[config.mk]
export PLATFORM = sky130hd
export DESIGN_NAME = oam_port_arbiter
export DESIGN_NICKNAME = d
export VERILOG_FILES = /design/src/rtl/oam_port_arbiter.sv
export SDC_FILE = /design/constraint.sdc
export NUM_CORES = 1
export LEC_CHECK = 0
export CAP_MARGIN = 25
export CELL_PAD_IN_SITES_DETAIL_PLACEMENT = 1
export CELL_PAD_IN_SITES_GLOBAL_PLACEMENT = 1
export CORE_MARGIN = 8
export CORE_UTILIZATION = 33
export DETAILED_ROUTE_END_ITERATION = 10
export PLACE_DENSITY_LB_ADDON = 0.1
export SETUP_SLACK_MARGIN = 0.02
export SYNTH_ARGS = -nofsm -noshare
export SYNTH_HDL_FRONTEND = slang
export SYNTH_SLANG_ARGS = --single-unit
[constraint.sdc]
create_clock -name clk -period 2 [get_ports clk]
set_input_delay 0.2 -clock clk [delete_from_list [all_inputs] [get_ports clk]]
set_output_delay 0.2 -clock clk [all_outputs]
set_load 0.01 [all_outputs]
[src/rtl/oam_port_arbiter.sv]
// oam_port_arbiter
//   Owns the single primary-OAM port (256 x 8, combinational read, synchronous
//   write) and shares it between sprite evaluation, CPU $2003/$2004 accesses
//   and the $4014 OAM DMA engine. Holds the OAMADDR pointer and the DMA FSM.
//   Port priority: rendering > DMA > CPU. All state advances only on clk_en.
//
// Ports
//   clk, rst_n              clock, asynchronous active-low reset
//   clk_en                  PPU clock enable
//   rendering, ppu_rd_addr  sprite evaluation owns OAM / its read address
//   reg_addr_wr, reg_data_wr, reg_wdata, cpu_rdata   $2003/$2004 interface
//   dma_start, dma_page     $4014 trigger and source page
//   dma_re, dma_raddr, dma_rvalid, dma_rdata         DMA bus read interface
//   dma_busy                DMA in progress (stalls the CPU)
//   oam_addr, oam_we, oam_wdata, oam_rdata           OAM RAM port
module oam_port_arbiter #(
    parameter int DMA_LEN   = 256,
    parameter bit ATTR_MASK = 1'b1
) (
    input  logic        clk,
    input  logic        rst_n,
    input  logic        clk_en,
    input  logic        rendering,
    input  logic [7:0]  ppu_rd_addr,
    input  logic        reg_addr_wr,
    input  logic        reg_data_wr,
    input  logic [7:0]  reg_wdata,
    output logic [7:0]  cpu_rdata,
    input  logic        dma_start,
    input  logic [7:0]  dma_page,
    output logic        dma_re,
    output logic [15:0] dma_raddr,
    input  logic        dma_rvalid,
    input  logic [7:0]  dma_rdata,
    output logic        dma_busy,
    output logic [7:0]  oam_addr,
    output logic        oam_we,
    output logic [7:0]  oam_wdata,
    input  logic [7:0]  oam_rdata
);

    typedef enum logic [2:0] {IDLE, ALIGN, READ, WAIT, WRITE} state_t;

    state_t     state;
    logic [7:0] ptr;
    logic [7:0] cnt;
    logic [7:0] page;
    logic [7:0] dbyte;     // byte fetched by DMA, waiting for its OAM slot
    logic       cpu_wr_ok;
    logic       dma_wr;
    logic       last_byte;
    logic [7:0] rd_view;

    // $2003 in the same cycle suppresses the $2004 write.
    assign cpu_wr_ok = reg_data_wr && !reg_addr_wr && !rendering && (state == IDLE);
    // DMA write is parked while rendering owns the port.
    assign dma_wr    = (state == WRITE) && !rendering;
    assign last_byte = (cnt == 8'(DMA_LEN - 1));

    assign oam_addr  = rendering ? ppu_rd_addr : ptr;
    assign oam_we    = clk_en && (dma_wr || cpu_wr_ok);
    assign oam_wdata = (state == WRITE) ? dbyte : reg_wdata;

    assign dma_re    = clk_en && (state == READ);
    assign dma_raddr = {page, cnt};
    assign dma_busy  = (state != IDLE);

    // Attribute bytes have no storage for bits [4:2]; they read back as 0.
    always_comb begin
        rd_view = oam_rdata;
        if (ATTR_MASK && !rendering && (ptr[1:0] == 2'd2))
            rd_view[4:2] = 3'b000;
    end

    always_ff @(posedge clk or negedge rst_n) begin
        if (!rst_n) begin
            state     <= IDLE;
            ptr       <= 8'd0;
            cnt       <= 8'd0;
            page      <= 8'd0;
            dbyte     <= 8'd0;
            cpu_rdata <= 8'd0;
        end else if (clk_en) begin
            cpu_rdata <= rd_view;

            // Pointer: $2003 always wins; a $2004 write during rendering
            // bumps the sprite index (+4) without touching ptr[1:0].
            if (reg_addr_wr)
                ptr <= reg_wdata;
            else if (reg_data_wr && rendering && (state == IDLE))
                ptr <= ptr + 8'd4;
            else if (cpu_wr_ok || dma_wr)
                ptr <= ptr + 8'd1;

            case (state)
                IDLE: begin
                    if (dma_start) begin
                        state <= ALIGN;
                        cnt   <= 8'd0;
                        page  <= dma_page;
                    end
                end
                ALIGN: state <= READ;
                READ:  state <= WAIT;
                WAIT: begin
                    if (dma_rvalid) begin
                        dbyte <= dma_rdata;
                        state <= WRITE;
                    end
                end
                WRITE: begin
                    if (!rendering) begin
                        if (last_byte) begin
                            state <= IDLE;
                        end else begin
                            cnt   <= cnt + 8'd1;
                            state <= READ;
                        end
                    end
                end
                default: state <= IDLE;
            endcase
        end
    end

endmodule
==> run metrics <==
Async S/R FF share, synth 100%; crit-path most repeated cell clkdlybuf4s50_1; fin cells 429; worst rel slew slack 69.2%; first-pass GRT wire length 11.3 mm; max-cap violation count 0; core area 0.00683 mm^2; type of the tightest min-delay check in -> async; NumNets Final 385; worst setup margin 0.0790 ns; most frequent cells in the layout 78 x clkdlybuf4s50_1, 43 x dfrtp_1, 36 x mux2_2, 24 x nand2_1, 19 x o21ai_0; vias in the first global route 2322; row cnt 30; CP cell instances clkdlybuf4s50_1 -> buf_12 -> mux2_2 -> clkdlybuf4s50_1; Worst Path Max Fanout 18; drt initial violations 59; Final Skew 0.00530 ns; Remaining DRCs 0; Ys Warns 0; drt total wl 6.99 mm; FF+latch count, synth 43; Placed Cells incl. Taps 421; endpoint class of the critical path output port; die extent in x 100 um; Ant. Diodes 0; GRT Resource Usage Total 13.9%; RSZ-0062 raised after global routing false; Crit path max-delay family buffers and inverters; Max Buffers Root-to-Sink 2; commonest non-fill, non-tap cell in the layout clkdlybuf4s50_1; Period minus WS final 1.92 ns; Crit path required time 1.80 ns; fin crit share 96.1%; Mapped Cells 228; kind of critical path in -> out; Max Clock Freq 521 MHz; Sink Count 43; GPL Wtd Cong 0.783; Synth Net Count 280; Core Util, Final 53.0%; Die Area 0.0101 mm^2; Final Hold Vio Count 0; arrival time worst endpoint 1.72 ns; Vias 2151; latest clock arrival within the worst-skew pair 0.29 ns; Synth Flop Type dfrtp_1; dpl ws 0.0590 ns; share of cells above drive strength 1 20.1%; IO Count 91; Power Dens Cells 924 mW/mm^2; CTS HTree Levels 2; EDFF count, synth 0; die height 100 um; Peak VDD IR 0.563 mV; Clock transition at path regs 0.08 ns; final antenna-violating net count 0; Initial Util 34.4%; GR Overflow Total 0; mean post-synth cell area 10.3 um^2; Final TNS setup 0 ns; initial antenna violation count 0; per-cell routed wire length 16.3 um; HPWL after DPL 5.54 mm; mapped cell area 0.00235 mm^2; status finished clean; cts bufs inserted 5; Synth cell types 40; Max Slew Vio Count 0; static leakage 1.59 nW; PortBufs 90; CTS tree done; Least-Margin Pin Slew 0.461 ns; Setup-failing EPs final 0; r2r setup slk 0.19 ns; area grow syn2layout 54.2%; TritonRoute pass-1 iters 4; Seq/Total Area, Yosys 45.8%; Root Driver clkbuf_8; crit path max-delay cell type clkdlybuf4s50_1; setup bufs post-CTS 0; CP peak stage delay 0.53 ns; Via density 5.01; Buf/Inv on CP 3; largest net degree at the start of global routing 44; startpoint types primary input
synthesized netlist by cell type (3+ instances only):
master | number | area, um^2
nand3_1 | 8 | 40.0
a21o_1 | 4 | 30.0
nor2b_1 | 5 | 31.3
a22o_1 | 4 | 35.0
nor2_1 | 13 | 48.8
o22ai_1 | 7 | 43.8
mux2_2 | 36 | 405
nand2_1 | 25 | 93.8
nor3_1 | 4 | 20.0
inv_1 | 9 | 33.8
ha_1 | 4 | 50.1
buf_6 | 3 | 33.8
dfrtp_1 | 43 | 1080
clkbuf_1 | 3 | 11.3
o21ai_0 | 19 | 95.1
a31oi_1 | 3 | 18.8
a21oi_1 | 6 | 30.0
metal layers:
layer	global-route usage, %	up-vias	routed length, um
met3	6.37	7	606
li1	-	1033	-
met4	2.44	0	38
met1	16.5	1050	3020
met2	22.6	61	3320
met5	0	-	0
flip-flops by register name, summed over array words and instances (netlist names):
signal / cells
cnt: 8
cpu_rdata: 8
dbyte: 8
page: 8
ptr: 8
state: 3
metrics by stage:
stage / cell area (um^2) / total power [mW] / hold WS (ns)
after global routing: 3620 / 3.56 / 0.442
after global placement: 3470 / 2.67 / 0.201
final: 3620 / 3.34 / 0.414
after floorplan: 2350 / 2.01 / -0.0956
after CTS: 3590 / 3.41 / 0.414
after detailed placement: 3470 / 2.71 / 0.199
logic make-up after synthesis:
kind of cell / Yosys count / synth area share [%]
compound gates: 55 / 15.4
xor+xnor: 2 / 0.746
fa+ha+maj: 4 / 2.13
buf+inv: 19 / 4.10
flops: 43 / 45.8
mux: 38 / 18.1
simple gates: 67 / 13.7
final cells by class:
class	count	area, um^2
Fill cell	788	3210
Timing Repair Buffer	108	1090
Clock buffer	6	72.6
Sequential cell	43	1080
Clock inverter	1	30.0
Tap cell	96	120
Multi-Input combinational cell	166	1200
Inverter	9	33.8
worst paths after layout:
kind / from / endpoint / cells past startpoint
max in group asynchronous: rst_n / page[5] / 3
min in group clk: oam_rdata[2] / cpu_rdata[2] / 3
worst max register to register: cnt[1] / cnt[3] / 7
worst max-delay path: rendering / oam_addr[7] / 4
worst min-delay path: rst_n / dbyte[5] / 3
worst min register to register: dbyte[7] / dbyte[7] / 1
tightest hold or removal path, cell delays in order:
cell	delay [ns]
dlygate4sd3_1	0.52
buf_2	0.12
buf_12	0.24
power breakdown:
| part | internal [mW] | total [mW] | switching, mW |
|---|---|---|---|
| clock | 0.366 | 0.655 | 0.289 |
| combinational | 0.810 | 1.40 | 0.589 |
| sequential | 1.12 | 1.29 | 0.172 |
| total | 2.29 | 3.34 | 1.05 |
what timing repair did:
action / CTS / global route
pin swaps: 0 / 1
hold buffers: 1 / 0
setup endpoints to repair: 11 / 16
hold endpoints to repair: 43 / 0
gates resized for setup: 7 / 10
Power figures use the tool's default switching activity.
